### config.mk
export PLATFORM = sky130hd
export DESIGN_NAME = isa_posted_bridge
export DESIGN_NICKNAME = d
export VERILOG_FILES = /design/src/rtl/isa_bridge_pkg.sv /design/src/rtl/isa_posted_bridge_fifo.sv /design/src/rtl/isa_posted_bridge.sv
export SDC_FILE = /design/constraint.sdc
export NUM_CORES = 1
export LEC_CHECK = 0
export ABC_AREA = 1
export BUFFER_PORTS_ARGS = -buffer_cell sky130_fd_sc_hd__buf_4
export CAP_MARGIN = 20
export CORE_UTILIZATION = 31
export DETAILED_ROUTE_END_ITERATION = 16
export HOLD_SLACK_MARGIN = 0.05
export PLACE_DENSITY_LB_ADDON = 0.12
export RECOVER_POWER = 100
export SETUP_SLACK_MARGIN = 0.5
export SLEW_MARGIN = 20
export SYNTH_ARGS = -nofsm -noshare
export SYNTH_HDL_FRONTEND = slang
export SYNTH_HIERARCHICAL = 1
export SYNTH_SLANG_ARGS = --single-unit
### constraint.sdc
create_clock -name clk -period 6.4 [get_ports clk]
set_input_delay 0.64 -clock clk [delete_from_list [all_inputs] [get_ports clk]]
set_output_delay 0.64 -clock clk [all_outputs]
set_load 0.01 [all_outputs]
### src/rtl/isa_bridge_pkg.sv
// Shared types and helpers for the ISA posted-write bridge.
package isa_bridge_pkg;

  typedef enum logic [2:0] {
    IDLE     = 3'd0,
    WR_STALL = 3'd1,
    RD_DRAIN = 3'd2,
    RD_REQ   = 3'd3,
    RD_WAIT  = 3'd4,
    RD_HOLD  = 3'd5
  } state_t;

  localparam logic [7:0] TIMEOUT_DATA = 8'hFF;

  // Posted-write entry is {window offset, data byte}.
  function automatic int entry_width(input int win_log2);
    return win_log2 + 8;
  endfunction

  // Compare only the bits above the window size; bases are aligned.
  function automatic logic win_match(input logic [19:0] addr,
                                     input logic [19:0] base,
                                     input int          span_log2);
    logic [19:0] mask;
    mask = ~((20'd1 << span_log2) - 20'd1);
    return ((addr ^ base) & mask) == 20'd0;
  endfunction

endpackage

### src/rtl/isa_posted_bridge_fifo.sv
// Small synchronous FIFO holding posted VRAM writes; level-based full/empty.
module sync_fifo #(
  parameter int WIDTH = 23,
  parameter int DEPTH = 4
) (
  input  logic                     clk,
  input  logic                     reset,
  input  logic                     push,
  input  logic [WIDTH-1:0]         push_data,
  input  logic                     pop,
  output logic [WIDTH-1:0]         head,
  output logic [$clog2(DEPTH):0]   level,
  output logic                     full,
  output logic                     empty
);

  localparam int AW = $clog2(DEPTH);
  localparam int LW = AW + 1;

  logic [WIDTH-1:0] mem [DEPTH];
  logic [AW-1:0]    wr_ptr;
  logic [AW-1:0]    rd_ptr;
  logic             push_ok;
  logic             pop_ok;

  assign full    = (level == LW'(DEPTH));
  assign empty   = (level == '0);
  assign pop_ok  = pop & ~empty;
  // A pop in the same cycle frees the slot the push needs.
  assign push_ok = push & (~full | pop_ok);
  assign head    = mem[rd_ptr];

  always_ff @(posedge clk) begin
    if (push_ok) mem[wr_ptr] <= push_data;
  end

  always_ff @(posedge clk) begin
    if (reset) begin
      wr_ptr <= '0;
      rd_ptr <= '0;
      level  <= '0;
    end else begin
      if (push_ok) wr_ptr <= wr_ptr + 1'b1;
      if (pop_ok)  rd_ptr <= rd_ptr + 1'b1;
      case ({push_ok, pop_ok})
        2'b10:   level <= level + 1'b1;
        2'b01:   level <= level - 1'b1;
        default: level <= level;
      endcase
    end
  end

endmodule

### src/rtl/isa_posted_bridge.sv
// ISA slave front end: strobe sync, I/O and memory window decode, posted VRAM
// writes through a FIFO, and stalled VRAM reads with RAW ordering and timeout.
//
// state    | meaning
// IDLE     | no bus op in progress; FIFO head issued if present
// WR_STALL | FIFO full on a write; bus held, entry pushed on first free slot
// RD_DRAIN | read seen; waiting for queued writes to retire
// RD_REQ   | read request on mem_* until accepted
// RD_WAIT  | waiting for read data or timeout
// RD_HOLD  | data presented, bus released until memr deasserts
module isa_posted_bridge
  import isa_bridge_pkg::*;
#(
  parameter logic [19:0] IO_BASE_ADDR  = 20'h003D0,
  parameter int          IO_SPAN_LOG2  = 4,
  parameter logic [19:0] MEM_BASE_ADDR = 20'hB8000,
  parameter int          MEM_WIN_LOG2  = 15,
  parameter int          FIFO_DEPTH    = 4,
  parameter int          USE_BUS_WAIT  = 1,
  parameter int          READ_TIMEOUT  = 63
) (
  input  logic                          clk,
  input  logic                          reset,
  input  logic [19:0]                   bus_a,
  input  logic [7:0]                    bus_d,
  input  logic                          bus_ior_l,
  input  logic                          bus_iow_l,
  input  logic                          bus_memr_l,
  input  logic                          bus_memw_l,
  input  logic                          bus_aen,
  output logic [7:0]                    bus_out,
  output logic                          bus_dir,
  output logic                          bus_rdy,
  output logic                          mem_req,
  output logic                          mem_we,
  output logic [MEM_WIN_LOG2-1:0]       mem_addr,
  output logic [7:0]                    mem_wdata,
  input  logic                          mem_ack,
  input  logic [7:0]                    mem_rdata,
  input  logic                          mem_rvalid,
  output logic                          io_wr,
  output logic [IO_SPAN_LOG2-1:0]       io_addr,
  output logic [7:0]                    io_wdata,
  input  logic [7:0]                    io_rdata,
  output logic [$clog2(FIFO_DEPTH):0]   fifo_level,
  output logic                          overflow
);

  localparam int ENT_W = entry_width(MEM_WIN_LOG2);
  localparam int CNT_W = $clog2(READ_TIMEOUT + 1);

  state_t                   state, state_nx;
  logic [2:0]               sync1, sync2, sync3;
  logic [2:0]               fall;
  logic                     memr_high;
  logic                     io_cs, mem_cs;
  logic                     iow_edge, memw_edge, memr_edge;
  logic [MEM_WIN_LOG2-1:0]  mem_offset;
  logic                     push, pop, room, full, empty, wr_issue;
  logic [ENT_W-1:0]         push_data, head, pend_entry;
  logic [MEM_WIN_LOG2-1:0]  rd_addr;
  logic [7:0]               rd_data;
  logic [CNT_W-1:0]         cnt;
  logic                     tmo, ovf_set, rd_load, rd_timeout;

  // Strobe bits: [2] memw, [1] memr, [0] iow. ior only steers the data bus.
  always_ff @(posedge clk) begin
    if (reset) begin
      sync1 <= '1;
      sync2 <= '1;
      sync3 <= '1;
    end else begin
      sync1 <= {bus_memw_l, bus_memr_l, bus_iow_l};
      sync2 <= sync1;
      sync3 <= sync2;
    end
  end

  assign fall      = sync3 & ~sync2;
  assign memr_high = sync2[1];

  assign io_cs      = win_match(bus_a, IO_BASE_ADDR, IO_SPAN_LOG2) & ~bus_aen;
  assign mem_cs     = win_match(bus_a, MEM_BASE_ADDR, MEM_WIN_LOG2);
  assign mem_offset = bus_a[MEM_WIN_LOG2-1:0];
  assign iow_edge   = fall[0] & io_cs;
  assign memr_edge  = fall[1] & mem_cs;
  assign memw_edge  = fall[2] & mem_cs;

  assign bus_dir = (io_cs & ~bus_ior_l) | (mem_cs & ~bus_memr_l);

  always_comb begin
    bus_out = 8'h00;
    if (io_cs & ~bus_ior_l)        bus_out = io_rdata;
    else if (mem_cs & ~bus_memr_l) bus_out = rd_data;
  end

  always_ff @(posedge clk) begin
    if (reset) begin
      io_wr    <= 1'b0;
      io_addr  <= '0;
      io_wdata <= '0;
    end else begin
      io_wr <= iow_edge;
      if (iow_edge) begin
        io_addr  <= bus_a[IO_SPAN_LOG2-1:0];
        io_wdata <= bus_d;
      end
    end
  end

  sync_fifo #(
    .WIDTH (ENT_W),
    .DEPTH (FIFO_DEPTH)
  ) u_fifo (
    .clk       (clk),
    .reset     (reset),
    .push      (push),
    .push_data (push_data),
    .pop       (pop),
    .head      (head),
    .level     (fifo_level),
    .full      (full),
    .empty     (empty)
  );

  // Writes keep draining while a read waits for RAW ordering.
  assign wr_issue = (state == IDLE || state == WR_STALL || state == RD_DRAIN) && !empty;
  assign pop      = wr_issue & mem_ack;
  assign room     = ~full | pop;
  assign tmo      = (cnt == '0);

  assign mem_req   = wr_issue | (state == RD_REQ);
  assign mem_we    = wr_issue;
  assign mem_addr  = wr_issue ? head[ENT_W-1:8] : rd_addr;
  assign mem_wdata = head[7:0];
  assign bus_rdy   = !(state == WR_STALL || state == RD_DRAIN ||
                       state == RD_REQ   || state == RD_WAIT);

  always_ff @(posedge clk) begin
    if (reset) state <= IDLE;
    else       state <= state_nx;
  end

  always_comb begin
    state_nx   = state;
    push       = 1'b0;
    push_data  = {mem_offset, bus_d};
    ovf_set    = 1'b0;
    rd_load    = 1'b0;
    rd_timeout = 1'b0;
    case (state)
      IDLE: begin
        if (memw_edge) begin
          if (room)                   push     = 1'b1;
          else if (USE_BUS_WAIT != 0) state_nx = WR_STALL;
          else                        ovf_set  = 1'b1;
        end else if (memr_edge) begin
          state_nx = RD_DRAIN;
        end
      end
      WR_STALL: begin
        if (room) begin
          push      = 1'b1;
          push_data = pend_entry;
          state_nx  = IDLE;
        end
      end
      default: begin
        if (memw_edge) begin
          if (room) push    = 1'b1;
          else      ovf_set = 1'b1;
        end
        case (state)
          RD_DRAIN: if (empty && !push) state_nx = RD_REQ;
          RD_REQ: begin
            if (tmo) begin
              rd_load    = 1'b1;
              rd_timeout = 1'b1;
              state_nx   = RD_HOLD;
            end else if (mem_ack) begin
              state_nx = RD_WAIT;
            end
          end
          RD_WAIT: begin
            if (mem_rvalid) begin
              rd_load  = 1'b1;
              state_nx = RD_HOLD;
            end else if (tmo) begin
              rd_load    = 1'b1;
              rd_timeout = 1'b1;
              state_nx   = RD_HOLD;
            end
          end
          RD_HOLD: if (memr_high) state_nx = IDLE;
          default: state_nx = IDLE;
        endcase
      end
    endcase
  end

  always_ff @(posedge clk) begin
    if (reset) begin
      overflow   <= 1'b0;
      pend_entry <= '0;
      rd_addr    <= '0;
      rd_data    <= 8'h00;
      cnt        <= '0;
    end else begin
      if (ovf_set) overflow <= 1'b1;
      if (state == IDLE && memw_edge && !room) pend_entry <= {mem_offset, bus_d};
      if (state == IDLE && memr_edge) rd_addr <= mem_offset;
      // Loaded one short so the terminal compare lands READ_TIMEOUT cycles after mem_req.
      if (state != RD_REQ && state_nx == RD_REQ) cnt <= CNT_W'(READ_TIMEOUT - 1);
      else if (cnt != '0)                        cnt <= cnt - 1'b1;
      if (rd_load) rd_data <= rd_timeout ? TIMEOUT_DATA : mem_rdata;
    end
  end

endmodule
==> flow_summary.json, run 1 <==
{
  "cts_tree": "yes",
  "instances_no_fill": 1264,
  "slew_viol_final": 122,
  "dp_slack_ns": 3.19,
  "nets": 987,
  "synthFlopType": "edfxtp_1",
  "fp.dieW_um": 159,
  "path_buf_inv": 5,
  "grt_use_total": 0.158,
  "initial_core_util": 0.316,
  "ctsRootBufferMaster": "clkbuf_16",
  "yosysWarnings": 6,
  "drive_gt1_frac": 0.127,
  "die_y_um": 159,
  "hold_viol_final": 0,
  "n_antenna_cell": 0,
  "synth-edff-count": 92,
  "ios": 105,
  "ys_types": 41,
  "ys_seq_elements": 179,
  "period_needed_ns": 4.24,
  "critical-path-top-delay-family": "buffers and inverters",
  "synthArstFlopShare": 0,
  "gp_congestion": 0.819,
  "skew_ns": 0.0150,
  "avgSynthCellArea_um2": 9.19,
  "grt_pass1_wl_mm": 30.9,
  "synth_area_um2": 7670,
  "totalWireLength_mm": 19.6,
  "crit_fanout": 47,
  "fin_area_um2": 9060,
  "grt_overflow": 0,
  "critPathLaunchType": "register",
  "drc": 0,
  "cts_hold_buf": 0,
  "grt_antenna_before_repair": 0,
  "vias_per_cell": 4.61,
  "drt_iter0_markers": 316,
  "max-vdd-ir-drop_uv": 163,
  "areaGrowthSynthToFinish_pct": 18.1,
  "worstSetupPathType": "reg2reg",
  "timing.final.ws_setup_ns": 2.16,
  "fin_crit_sh": 0.663,
  "dieArea_um2": 25400,
  "arrival_ns": 4.57,
  "place_inst": 1232,
  "routedWlPerCell_um": 15.5,
  "critPathSlowestCell": "clkbuf_1",
  "hpwl_mm": 13.4,
  "first_global_vias": 5511,
  "vias": 5831,
  "layout_commonest_cell": "nand2_1",
  "layout_common_cells": "nand2_1 (129), o21ai_0 (120), nor2_1 (113), edfxtp_1 (92), dfxtp_1 (87)",
  "rsz0062_at_grt": "no",
  "tightest_slew_ns": 2.19,
  "core_area_um2": 24300,
  "clock_sinks": 179,
  "drt-pass1-iter-count": 5,
  "max-clock-path-buffers": 2,
  "post-cts-setup-buffer-count": 0,
  "fin_tns_setup_ns": 0,
  "cap_violations": 4,
  "p_per_area_nw_per_um2": 277,
  "syn_inst": 835,
  "slew_headroom": -0.460,
  "violations": "max-capacitance violations, max-slew violations",
  "cp.required_ns": 6.73,
  "synthTopCellsByArea": "edfxtp_1 (36%), dfxtp_1 (23%), o21ai_0 (7.7%)",
  "core.rowCount": 57,
  "worstSkewPairLatency_ns": 0.44,
  "synth_fp_nets": 895,
  "place_area_um2": 8710,
  "synth_top_area_frac": 0.360,
  "h-tree-depth": 4,
  "grt_max_degree": 57,
  "p_leak_nw": 3.47,
  "ant_nets": 0,
  "cpPeakStageDelay_ns": 1.20,
  "max_freq_mhz": 236,
  "cts_buffers": 17,
  "setup_viol": 0,
  "cts_resized": 0,
  "synth_top_area_cell": "edfxtp_1",
  "seq_area_frac_synth": 0.587,
  "cp_cell_sequence": "inv_1 > ha_1 > inv_1 > nand2_1 > nand3_1 > nand2_1 > nand2_1 > clkbuf_1 > nand2_1 > inv_1 > nand3_1 > fa_1 > inv_1 > nand4_1 > a21oi_1 > nor2_1",
  "portBuffers": 104,
  "crit_path_end_kind": "register",
  "holdCritPathClass": "in2reg",
  "status": "finished with violations",
  "fillCellCount": 2533,
  "path_clk_slew_ns": 0.08
}
sequential cells by signal (all words and copies together) (netlist names), 4 cells and up, named ones only:
name and flops:
rd_addr 15, rd_data 8, io_addr 4, cnt 6
u_fifo/mem 92, io_wdata 8, pend_entry 23
power by group:
group          switching [mW]  leakage, nW  total [mW]  internal, mW
Sequential             0.0112         1.53        1.23          1.22
Combinational           0.106         1.64       0.175        0.0689
Clock                   0.475        0.302        1.11         0.630
per-layer routing:
metal,vias up,wire [um],track usage
li1,2985,-,-
met1,2747,9630,0.214
met2,85,9030,0.252
met3,14,692,0.0372
met4,0,244,0.0476
met5,-,0,0
final cells by class:
cell class,count,area [um^2],share of cell area
sequential,179,4500,0.497
clock buffer,18,429,0.0473
timing repair buffer,113,646,0.0712
tap,324,405,0.0447
clock inverter,14,193,0.0213
multi-input combinational,528,2560,0.282
inverter,88,330,0.0364
Yosys cell counts (3+ instances only):
library cell and count:
a21oi_1 44, a21oi_2 3, buf_2 15, buf_4 3, buf_6 6, clkbuf_1 15
dfxtp_1 87, edfxtp_1 92, ha_1 6, inv_1 79, inv_2 7, nand2_1 124
nand2_2 6, nand2_4 4, nand3_1 9, nand4_1 3, nor2_1 113, nor2_2 4
nor2_4 3, nor3_1 24, o21ai_0 118, o21ai_1 8, o22ai_1 31, or2_2 7
xor2_1 4
worst reg2reg max path, cell delays in order, from the launching register on:
cell      delay (ns)
dfxtp_1         0.46
inv_1           0.12
ha_1            0.31
inv_1           0.13
nand2_1         0.08
nand3_1         0.12
nand2_1         0.10
nand2_1         0.07
clkbuf_1        1.20
nand2_1         0.39
inv_1           0.18
nand3_1         0.17
fa_1            0.42
inv_1           0.06
nand4_1         0.11
a21oi_1         0.16
nor2_1          0.06
through the flow:
stage / hold slack (ns) / power [mW] / utilization
floorplan: 0.389 / 1.39 / -
global placement: 0.394 / 1.45 / 0.358
detailed placement: 0.396 / 1.45 / 0.358
CTS: 0.374 / 2.55 / 0.384
global route: 0.367 / 2.61 / 0.373
finish: 0.383 / 2.51 / 0.373
worst paths after layout:
path	depth (start not counted)	slack [ns]	start	to
hold reg to reg	1	0.41	sync1[2]$_SDFF_PP1_	sync2[2]$_SDFF_PP1_
hold / removal	2	0.38	bus_iow_l	sync1[0]$_SDFF_PP1_
setup / recovery	16	2.16	state[1]$_SDFF_PP0_	u_fifo/level[2]$_SDFFE_PP0P_
setup reg to reg	16	2.16	state[1]$_SDFF_PP0_	u_fifo/level[2]$_SDFFE_PP0P_
cell families (layout without fill, tap and decap cells):
kind of cell               after synthesis  in the layout  share of synthesized area
DFF                                    179            179                      0.587
xor gates and xnor gates                 4              4                    0.00456
and+or+nand+nor                        309            309                      0.180
adders and majority gates                7              7                     0.0124
buffers and inverters                  128            233                     0.0724
AOI/OAI and AO/OA                      208            208                      0.144
(Power assumes the default switching activity.)
==> inputs of run 2 (changes only) <==
==> constraint.sdc (replaced) <==
create_clock -name clk -period 3.6 [get_ports clk]
set_input_delay 0.36 -clock clk [delete_from_list [all_inputs] [get_ports clk]]
set_output_delay 0.36 -clock clk [all_outputs]
set_load 0.01 [all_outputs]
==> run 2 against run 1 <==
  * The flow now finishes without violations
  * Final cell count rose by 0.24%
  * Die area did not move
  * Highest routed layer unchanged
  * Critical path type is now reg2out
  * Setup slack got worse by 1.6 ns
  * First-iteration DRC count rose by 4.4%
  * Critical path depth fell by 8
  * Core utilization barely moved
  * Final area barely moved
==> flow_summary.json, run 2 (synthesized netlist as in run 1, its figures left out) <==
{
  "holdCritPathClass": "in2reg",
  "worstSetupPathType": "reg2out",
  "reg_top3": "u_fifo/mem x92, pend_entry x23, rd_addr x15",
  "hold_viol_final": 0,
  "dieArea_um2": 25400,
  "drc": 0,
  "min_from": "bus_memw_l",
  "post-cts-setup-buffer-count": 0,
  "h-tree-depth": 4,
  "layout_commonest_cell": "nand2_1",
  "largest_register_ffs": 92,
  "timing.final.ws_setup_ns": 0.567,
  "grt_pass1_wl_mm": 30.1,
  "multiInputGateArea_um2": 2550,
  "crit_fanout": 24,
  "fin_crit_sh": 0.842,
  "r2r_slack_ns": 0.74,
  "hold_depth": 2,
  "drive_gt1_frac": 0.133,
  "areaGrowthSynthToFinish_pct": 18.2,
  "cts_hold_buf": 0,
  "grt_overflow": 0,
  "vias_per_cell": 4.54,
  "nets": 990,
  "cts_buffers": 17,
  "p_per_area_nw_per_um2": 488,
  "routedWlPerCell_um": 15.1,
  "ff2ff_path_depth": 9,
  "setup_viol": 0,
  "cp.required_ns": 3.24,
  "grt_use_total": 0.155,
  "fp.dieW_um": 159,
  "cap_violations": 0,
  "rsz0062_at_grt": "no",
  "regMostFlops": "u_fifo/mem",
  "core.rowCount": 57,
  "gp_congestion": 0.837,
  "fillCellCount": 2534,
  "worstSkewPairLatency_ns": 0.43,
  "cpPeakStageDelay_ns": 0.67,
  "grt_max_degree": 47,
  "drt-pass1-iter-count": 5,
  "critPathSlowestCell": "clkbuf_1",
  "cp_cell_sequence": "buf_4 > inv_1 > clkbuf_1 > o21ai_0 > o22ai_1 > nand2_1 > nand2_1 > clkbuf_1",
  "core_area_um2": 24300,
  "skew_ns": 0.0121,
  "cts_tree": "yes",
  "period_needed_ns": 3.03,
  "cts_resized": 0,
  "path_clk_slew_ns": 0.07,
  "clock_sinks": 179,
  "path_buf_inv": 4,
  "ctsRootBufferMaster": "clkbuf_16",
  "drt_iter0_markers": 330,
  "hpwl_mm": 12.8,
  "layout_common_cells": "nand2_1 (130), o21ai_0 (122), nor2_1 (112), edfxtp_1 (92), dfxtp_1 (87)",
  "portBuffers": 104,
  "worstReg2RegEnd": "u_fifo/mem[2][6]$_DFFE_PP_",
  "vias": 5750,
  "critPathLaunchType": "register",
  "n_antenna_cell": 0,
  "grt_antenna_before_repair": 0,
  "hold_path_end": "sync1[2]$_SDFF_PP1_",
  "critical-path-top-delay-family": "buffers and inverters",
  "dp_slack_ns": 0.883,
  "slew_headroom": 0.155,
  "slew_viol_final": 0,
  "p_leak_nw": 3.49,
  "die_y_um": 159,
  "arrival_ns": 2.67,
  "totalWireLength_mm": 19.2,
  "max-vdd-ir-drop_uv": 303,
  "ant_nets": 0,
  "hold_ws_ns": 0.113,
  "reg2reg_from": "state[1]$_SDFF_PP0_",
  "first_global_vias": 5366,
  "status": "complete, no violations",
  "tightest_slew_ns": 1.27,
  "max-clock-path-buffers": 2,
  "crit_path_end_kind": "output port",
  "finalPower_mw": 4.43,
  "fin_tns_setup_ns": 0,
  "ios": 105,
  "seqCellArea_um2": 4500,
  "max_freq_mhz": 330,
  "initial_core_util": 0.316
}
run 2: cell types whose count changed in the layout (fill, tap and decap cells not counted), moves of 3 or more:
cell,previous run,this run
inv_8,5,2
clkbuf_1,55,51
clkbuf_2,0,6
inv_6,2,5
run 2: how the worst max path moves through the flow:
stage / slack [ns] / depth (start not counted) / end / startpoint
2_1_floorplan: 0.49 / 12 / u_fifo/mem[0][0]$_DFFE_PP_ / state[2]$_SDFF_PP0_
4_1_cts: 0.74 / 9 / mem_addr[6] / state[1]$_SDFF_PP0_
5_1_grt: 0.28 / 8 / mem_addr[10] / register
3_3_place_gp: 0.92 / 15 / u_fifo/level[2]$_SDFFE_PP0P_ / state[1]$_SDFF_PP0_
3_5_place_dp: 0.88 / 15 / u_fifo/level[2]$_SDFFE_PP0P_ / state[1]$_SDFF_PP0_
6_report: 0.57 / 8 / mem_addr[10] / register
run 2: report_power, final:
part	leakage, nW	internal (mW)	switching [mW]
Sequential	1.53	2.17	0.0205
Combinational	1.67	0.120	0.184
Clock	0.293	1.11	0.821
run 2: per-layer routing:
metal,track usage,up-vias,part of all wire
met5,0,-,0
met4,0.0433,0,0.010
met3,0.0346,13,0.045
met2,0.249,125,0.46
met1,0.208,2627,0.49
li1,-,2985,-
run 2: layout make-up:
| type | instances | share of cell area |
|---|---|---|
| sequential | 179 | 0.497 |
| clock buffer | 17 | 0.0469 |
| inverter | 88 | 0.0364 |
| timing repair buffer | 116 | 0.0733 |
| tap | 324 | 0.0447 |
| clock inverter | 15 | 0.0211 |
| multi-input combinational | 528 | 0.281 |
run 2: worst reg2reg max path: cells and delay by family (launching register included):
family                   cells  cell delay (ns)
flip-flops                   1             0.37
buffers and inverters        3             0.71
adder cells (fa/ha/maj)      1             0.31
AO/OA/AOI/OAI                1             0.75
AND/OR/NAND/NOR              4             0.41
run 2: per-stage QoR:
| step | utilization | cells | cell area [um^2] |
|---|---|---|---|
| finish | 0.373 | 1267 | 9070 |
| global route | 0.373 | 1267 | 9070 |
| CTS | 0.385 | 1267 | 9350 |
| detailed placement | 0.359 | 1235 | 8740 |
| global placement | 0.359 | 1235 | 8740 |
| floorplan | - | 835 | 7670 |
